## src/rtl/bp_be_wb_arbiter.sv

```systemverilog
// ---------------------------------------------------------------------------
// bp_be_wb_arbiter
//
// Purpose:
//   Merges integer writebacks onto the single register-file write port.
//   The fixed-latency pipe has absolute priority and no backpressure.
//   Long-latency results (divider, FP-to-int, miss return) are buffered in a
//   small in-order FIFO. They drain whenever the pipe is idle.
//   A starvation counter raises stall_o toward issue. Issue then holds the
//   pipe off, so queued long results are guaranteed to drain.
//
// Ports:
//   clk_i, reset_n_i          clock, async active-low reset
//   pipe_v_i/addr_i/data_i    pipe writeback (always accepted)
//   long_v_i/addr_i/data_i    long-latency result, valid/ready handshake
//   long_ready_o              FIFO not full
//   rd_w_v_o/addr_o/data_o    registered register-file write
//   stall_o                   request to issue to suppress pipe writebacks
// ---------------------------------------------------------------------------
module bp_be_wb_arbiter #(
  parameter int data_width_p     = 64,
  parameter int reg_addr_width_p = 5,
  parameter int fifo_els_p       = 2,
  parameter int starve_limit_p   = 4
) (
  input  logic                        clk_i,
  input  logic                        reset_n_i,

  input  logic                        pipe_v_i,
  input  logic [reg_addr_width_p-1:0] pipe_addr_i,
  input  logic [data_width_p-1:0]     pipe_data_i,

  input  logic                        long_v_i,
  input  logic [reg_addr_width_p-1:0] long_addr_i,
  input  logic [data_width_p-1:0]     long_data_i,
  output logic                        long_ready_o,

  output logic                        rd_w_v_o,
  output logic [reg_addr_width_p-1:0] rd_addr_o,
  output logic [data_width_p-1:0]     rd_data_o,

  output logic                        stall_o
);

  // A depth-1 FIFO still needs a 1-bit pointer to keep the vectors legal.
  localparam int ptr_w_lp  = (fifo_els_p > 1) ? $clog2(fifo_els_p) : 1;
  localparam int cnt_w_lp  = $clog2(fifo_els_p + 1);
  localparam int scnt_w_lp = $clog2(starve_limit_p + 1);

  localparam logic [ptr_w_lp-1:0]  ptr_last_lp   = ptr_w_lp'(fifo_els_p - 1);
  localparam logic [cnt_w_lp-1:0]  cnt_full_lp   = cnt_w_lp'(fifo_els_p);
  localparam logic [scnt_w_lp-1:0] starve_max_lp = scnt_w_lp'(starve_limit_p);

  // -------------------------------------------------------------------------
  // FIFO storage and state
  // -------------------------------------------------------------------------
  logic [reg_addr_width_p-1:0] mem_addr_q [fifo_els_p];
  logic [data_width_p-1:0]     mem_data_q [fifo_els_p];

  logic [ptr_w_lp-1:0]  wr_ptr_q, wr_ptr_d;
  logic [ptr_w_lp-1:0]  rd_ptr_q, rd_ptr_d;
  logic [cnt_w_lp-1:0]  count_q,  count_d;
  logic [scnt_w_lp-1:0] starve_q, starve_d;

  logic                        rd_w_v_q,  rd_w_v_d;
  logic [reg_addr_width_p-1:0] rd_addr_q, rd_addr_d;
  logic [data_width_p-1:0]     rd_data_q, rd_data_d;

  logic fifo_full, fifo_empty;
  logic enq, deq;

  logic [reg_addr_width_p-1:0] head_addr;
  logic [data_width_p-1:0]     head_data;

  logic                        win_v;
  logic [reg_addr_width_p-1:0] win_addr;
  logic [data_width_p-1:0]     win_data;

  assign fifo_full  = (count_q == cnt_full_lp);
  assign fifo_empty = (count_q == '0);

  // Ready looks only at the current occupancy. A same-cycle dequeue does not
  // open a slot, so a full FIFO never enqueues.
  assign long_ready_o = ~fifo_full;
  assign enq          = long_v_i & ~fifo_full;

  // The pipe always wins. The head drains only when the pipe is idle.
  assign deq = ~pipe_v_i & ~fifo_empty;

  assign head_addr = mem_addr_q[rd_ptr_q];
  assign head_data = mem_data_q[rd_ptr_q];

  assign win_v    = pipe_v_i | ~fifo_empty;
  assign win_addr = pipe_v_i ? pipe_addr_i : head_addr;
  assign win_data = pipe_v_i ? pipe_data_i : head_data;

  // -------------------------------------------------------------------------
  // Next-state logic
  // -------------------------------------------------------------------------
  always_comb begin
    wr_ptr_d = wr_ptr_q;
    rd_ptr_d = rd_ptr_q;
    count_d  = count_q;

    if (enq) begin
      wr_ptr_d = (wr_ptr_q == ptr_last_lp) ? '0 : wr_ptr_q + ptr_w_lp'(1);
    end
    if (deq) begin
      rd_ptr_d = (rd_ptr_q == ptr_last_lp) ? '0 : rd_ptr_q + ptr_w_lp'(1);
    end

    case ({enq, deq})
      2'b10:   count_d = count_q + cnt_w_lp'(1);
      2'b01:   count_d = count_q - cnt_w_lp'(1);
      default: count_d = count_q;
    endcase
  end

  // Starvation counter. It counts lost arbitrations while something is
  // queued, saturates at the limit, and clears once the head drains or the
  // FIFO is empty. If issue ignores stall_o, the pipe keeps winning and the
  // counter simply holds at the limit.
  always_comb begin
    starve_d = starve_q;
    if (fifo_empty || deq) begin
      starve_d = '0;
    end else if (pipe_v_i && (starve_q != starve_max_lp)) begin
      starve_d = starve_q + scnt_w_lp'(1);
    end
  end

  // Writes to x0 are dropped here. An x0 FIFO head is still dequeued.
  always_comb begin
    rd_w_v_d  = win_v & (win_addr != '0);
    rd_addr_d = rd_addr_q;
    rd_data_d = rd_data_q;
    if (win_v) begin
      rd_addr_d = win_addr;
      rd_data_d = win_data;
    end
  end

  // -------------------------------------------------------------------------
  // Sequential state
  // -------------------------------------------------------------------------
  always_ff @(posedge clk_i or negedge reset_n_i) begin
    if (!reset_n_i) begin
      wr_ptr_q  <= '0;
      rd_ptr_q  <= '0;
      count_q   <= '0;
      starve_q  <= '0;
      rd_w_v_q  <= 1'b0;
      rd_addr_q <= '0;
      rd_data_q <= '0;
    end else begin
      wr_ptr_q  <= wr_ptr_d;
      rd_ptr_q  <= rd_ptr_d;
      count_q   <= count_d;
      starve_q  <= starve_d;
      rd_w_v_q  <= rd_w_v_d;
      rd_addr_q <= rd_addr_d;
      rd_data_q <= rd_data_d;
    end
  end

  // Storage needs no reset. Pointers and count define which entries are live.
  always_ff @(posedge clk_i) begin
    if (enq) begin
      mem_addr_q[wr_ptr_q] <= long_addr_i;
      mem_data_q[wr_ptr_q] <= long_data_i;
    end
  end

  assign rd_w_v_o  = rd_w_v_q;
  assign rd_addr_o = rd_addr_q;
  assign rd_data_o = rd_data_q;
  assign stall_o   = (starve_q == starve_max_lp);

endmodule

```

## config.mk

```make
export PLATFORM = sky130hd
export DESIGN_NAME = bp_be_wb_arbiter
export DESIGN_NICKNAME = d
export VERILOG_FILES = /design/src/rtl/bp_be_wb_arbiter.sv
export SDC_FILE = /design/constraint.sdc
export NUM_CORES = 1
export LEC_CHECK = 0
export BUFFER_PORTS_ARGS = -buffer_cell sky130_fd_sc_hd__buf_2
export CORE_ASPECT_RATIO = 0.6
export CORE_MARGIN = 2
export CORE_UTILIZATION = 54
export DETAILED_ROUTE_END_ITERATION = 8
export PLACE_DENSITY = 0.89
export SETUP_SLACK_MARGIN = 0.02
export SLEW_MARGIN = 0
export SYNTH_ARGS = -nofsm -noshare
export SYNTH_HDL_FRONTEND = slang
export SYNTH_SLANG_ARGS = --single-unit
```

## constraint.sdc

```tcl
create_clock -name clk_i -period 12.1 [get_ports clk_i]
set_input_delay 1.21 -clock clk_i [delete_from_list [all_inputs] [get_ports clk_i]]
set_output_delay 1.21 -clock clk_i [all_outputs]
set_load 0.01 [all_outputs]
```

==> flow_summary_export.csv <==
group,metric,value,unit
run_status,status,"completed",
grt,global_route.overflow_total,0,
clock_tree,count_of_instances_resized_after_the_clock_tree_is_built,0,
power_and_ir_drop,worst_ir_drop_vdd,0.000130,V
sta,transition_time_at_the_pin_with_the_least_slew_margin,0.998,ns
yosys,synth-edff-count,138,
power_and_ir_drop,power.density_cell_area,229,nW/um2
power_and_ir_drop,power.static_leakage,4.35,nW
clock_tree,clock_tree.root_cell,"sky130_fd_sc_hd__clkbuf_16",
grt,grt_pass1_vias,5423,
yosys,netlist_instances,629,
critical_path,path_cells,"buf_4 > buf_4 > o21ai_0 > a2111oi_2 > a31oi_1",
sta,rsz0062_at_grt,"no",
clock_tree,clock_sinks,215,
place,placedInstanceArea,9640,um2
clock_tree,cts_buffer_depth,3,
sta,final_setup_tns,0,ns
detailed_routing,first_iter_violations,361,
clock_tree,cts_buffers,20,
clock_tree,tritoncts,"done",
sta,hold_slack,0.481,ns
yosys,ys_ff_latch,215,
critical_path,cp_common_cell,"sky130_fd_sc_hd__buf_4",
clock_tree,post-cts-setup-buffer-count,0,
die,die_area,16900,um2
clock_tree,insertion_delay,0.48,ns
place,place_inst,1013,
yosys,netlist_top_cells_count,"sky130_fd_sc_hd__edfxtp_1 (138), sky130_fd_sc_hd__dfrtp_1 (77), sky130_fd_sc_hd__nand2_1 (74)",
detailed_routing,wirelength,17800,um
die,design.portCount,214,
layout,final_cell_area,10200,um2
detailed_routing,drc_violation_count_after_routing,0,
detailed_routing,ant_nets,0,
critical_path,critPathSlowestCell,"sky130_fd_sc_hd__buf_4",
place,globalplace.congestion,0.747,
clock_tree,cts-htree-levels,1,
detailed_routing,drt_pass1_iterations,5,
yosys,syn-cell-area,8540,um2
yosys,synth_top_cell_by_area,"sky130_fd_sc_hd__edfxtp_1",
critical_path,endpoint_kind,"flip-flop",
die,coreArea,15400,um2
die,die_w,166,um
min_path,hold_class,"reg2reg",
sta,timing.clock.skew,0.00708,ns
sta,layout_min_cycle_time,2.85,ns
detailed_routing,drt_wl_cell,16.9,um
yosys,yosys_most_used_dff,"sky130_fd_sc_hd__edfxtp_1",
critical_path,worst-endpoint-arrival,3.20,ns
layout,num_antenna_cells,0,
grt,grt_antenna_before_repair,0,
power_and_ir_drop,p_int,0.00160,W
critical_path,cpPeakStageDelay,0.78,ns
place,portBuffers,213,
layout,num-fill-cells,1139,
critical_path,startpoint_type,"input pin",
layout,finalNetCount,977,
yosys,synthMostInstantiatedCell,"sky130_fd_sc_hd__edfxtp_1",
sta,maxSlewHeadroom,33.5,%
yosys,synth_sequential_area_ratio,71.1,%
sta,report.final.slew_viol_count,0,
clock_tree,cts-hold-fix-buffers,0,
grt,largest_net_degree_at_the_start_of_global_routing,91,
place,hpwlAfterDp,11500,um
power_and_ir_drop,total_power,0.00235,W
die,rows,35,
sta,timing.final.hold_violations,0,
layout,area_growth_syn_to_layout,20.0,%
yosys,syn-mean-instance-area,13.6,um2
sta,maximum_achievable_frequency,0.351,GHz
layout,final-instance-count-excl-fill,1049,
yosys,ys_async_sr_fraction,35.8,%
layout,layout_cells_sized_above_1,31.3,%
power_and_ir_drop,switching_power,0.000750,W
grt,grt_pass1_wl,27700,um
power_and_ir_drop,seq_power_share,47.3,%
die,die-height,101,um
power_and_ir_drop,swShare,31.9,%
critical_path,path_max_fanout,90,
die,initial_core_util,55.4,%
sta,period_share,23.5,%
clock_tree,cts.clk_slew.worst_paths,0.07,ns
run,cap_violations,0,
critical_path,worst_reg_to_reg_setup_slack,9.62,ns
yosys,ys_top_cells_by_area,"sky130_fd_sc_hd__edfxtp_1 (49%), sky130_fd_sc_hd__dfrtp_1 (23%), sky130_fd_sc_hd__mux2i_1 (8.1%)",
grt,globalRouteTotalUtil,20.9,%
yosys,yosysUniqueCellTypes,28,
power_and_ir_drop,power.combinational.fraction,27.5,%
yosys,synth_warn,0,
yosys,postSynthNetCount,774,
critical_path,setup.worst_path.class,"in2reg",
sta,final_setup_viols,0,
detailed_routing,vias,5551,
critical_path,worst-endpoint-required,12.45,ns
yosys,netlist.area_leader.share,48.5,%
power_and_ir_drop,power.share.clock,25.2,%
detailed_routing,detail_route.vias_per_cell,5.29,
[area by class of cell]
cell class                 instances  area (um2)  area share [%]
sequential                       215        6070            59.3
multi-input combinational        372        2170            21.2
timing repair buffer             220        1120            11.0
clock buffer                      32         587            5.73
tap                              203         254            2.48
clock inverter                     4        22.5           0.220
inverter                           3        11.3           0.110
[cell usage in the layout (no fill, tap or decap)]
cell / netlist / routed
sky130_fd_sc_hd__a2111oi_2: 1 / 1
sky130_fd_sc_hd__a21oi_1: 62 / 62
sky130_fd_sc_hd__a21oi_2: 6 / 6
sky130_fd_sc_hd__a31oi_1: 1 / 1
sky130_fd_sc_hd__and3_4: 0 / 1
sky130_fd_sc_hd__buf_2: 13 / 211
sky130_fd_sc_hd__buf_4: 7 / 9
sky130_fd_sc_hd__clkbuf_1: 9 / 9
sky130_fd_sc_hd__clkbuf_16: 0 / 21
sky130_fd_sc_hd__clkbuf_8: 0 / 2
sky130_fd_sc_hd__clkinv_1: 0 / 1
sky130_fd_sc_hd__clkinv_2: 0 / 2
sky130_fd_sc_hd__dfrtp_1: 77 / 76
sky130_fd_sc_hd__dfrtp_4: 0 / 1
sky130_fd_sc_hd__edfxtp_1: 138 / 138
sky130_fd_sc_hd__ha_1: 3 / 3
sky130_fd_sc_hd__inv_1: 3 / 3
sky130_fd_sc_hd__inv_6: 0 / 1
sky130_fd_sc_hd__mux2_1: 2 / 2
sky130_fd_sc_hd__mux2i_1: 69 / 69
sky130_fd_sc_hd__nand2_1: 74 / 74
sky130_fd_sc_hd__nand2b_1: 1 / 1
sky130_fd_sc_hd__nor2_1: 72 / 71
sky130_fd_sc_hd__nor2_2: 1 / 1
sky130_fd_sc_hd__nor2_4: 1 / 2
sky130_fd_sc_hd__nor3_1: 1 / 1
sky130_fd_sc_hd__nor3_4: 1 / 1
sky130_fd_sc_hd__o21ai_0: 2 / 2
sky130_fd_sc_hd__o21ai_1: 62 / 62
sky130_fd_sc_hd__o21ai_2: 6 / 6
sky130_fd_sc_hd__xnor2_1: 4 / 4
sky130_fd_sc_hd__xor2_1: 2 / 2
[flip-flops by register name, indices dropped and copies added, names as in the netlist]
name	cells
rd_addr_o	5
starve_q	3
rd_w_v_o	1
count_q	2
rd_ptr_q	1
mem_addr_q	10
wr_ptr_q	1
mem_data_q	128
rd_data_o	64
[routing by layer]
layer  vias up  GRT usage, %  wire length (um)
met5         -             0                 0
met4         0          4.18               296
met3        25          5.20              1330
met2       203          33.4              8150
met1      2682          29.8              7970
li1       2641             -                 -
[power by group through the flow]
stage | logic [W] | clock network [W] | registers [W]
after floorplan | 0.000454 | 0 | 0.00114
after global placement | 0.000637 | 0 | 0.00111
after detailed placement | 0.000653 | 0 | 0.00112
after CTS | 0.000657 | 0.000602 | 0.00111
after global routing | 0.000718 | 0.000631 | 0.00113
final | 0.000647 | 0.000591 | 0.00111
[stage by stage]
stage                     utilization, %  worst slack [ns]
after floorplan                        -              7.41
after global placement              62.5              8.77
after detailed placement            62.5              8.75
after CTS                           66.5              9.27
after global routing                66.5              9.09
final                               66.5              9.25
[worst max-delay path, delay by kind of cell]
kind,cells,cell delay [ns]
buf+inv,2,1.24
compound gates,3,0.65
[path summary, 6_finish.rpt]
path | from | end | cells past startpoint
worst max register to register | count_q[0]$_DFFE_PN0P_ | mem_data_q[0][17]$_DFFE_PP_ | 4
max in group asynchronous | reset_n_i | rd_ptr_q$_DFFE_PN0P_ | 2
worst max-delay path | pipe_v_i | rd_w_v_o$_DFF_PN0_ | 5
min in group asynchronous | reset_n_i | rd_data_o[49]$_DFFE_PN0P_ | 1
worst min-delay path | rd_data_o[60]$_DFFE_PN0P_ | rd_data_o[60]$_DFFE_PN0P_ | 2
worst min register to register | rd_data_o[60]$_DFFE_PN0P_ | rd_data_o[60]$_DFFE_PN0P_ | 2
[kinds of logic (layout without fill, tap and decap cells)]
| logic type | after synthesis | in the layout | synth area share, % |
|---|---|---|---|
| fa+ha+maj | 3 | 3 | 0.440 |
| mux | 71 | 71 | 8.35 |
| simple gates | 152 | 152 | 7.02 |
| xor+xnor | 6 | 6 | 0.615 |
| flops | 215 | 215 | 71.1 |
| compound gates | 140 | 140 | 8.86 |
| buf+inv | 42 | 259 | 3.63 |
Power figures use the tool's default switching activity.
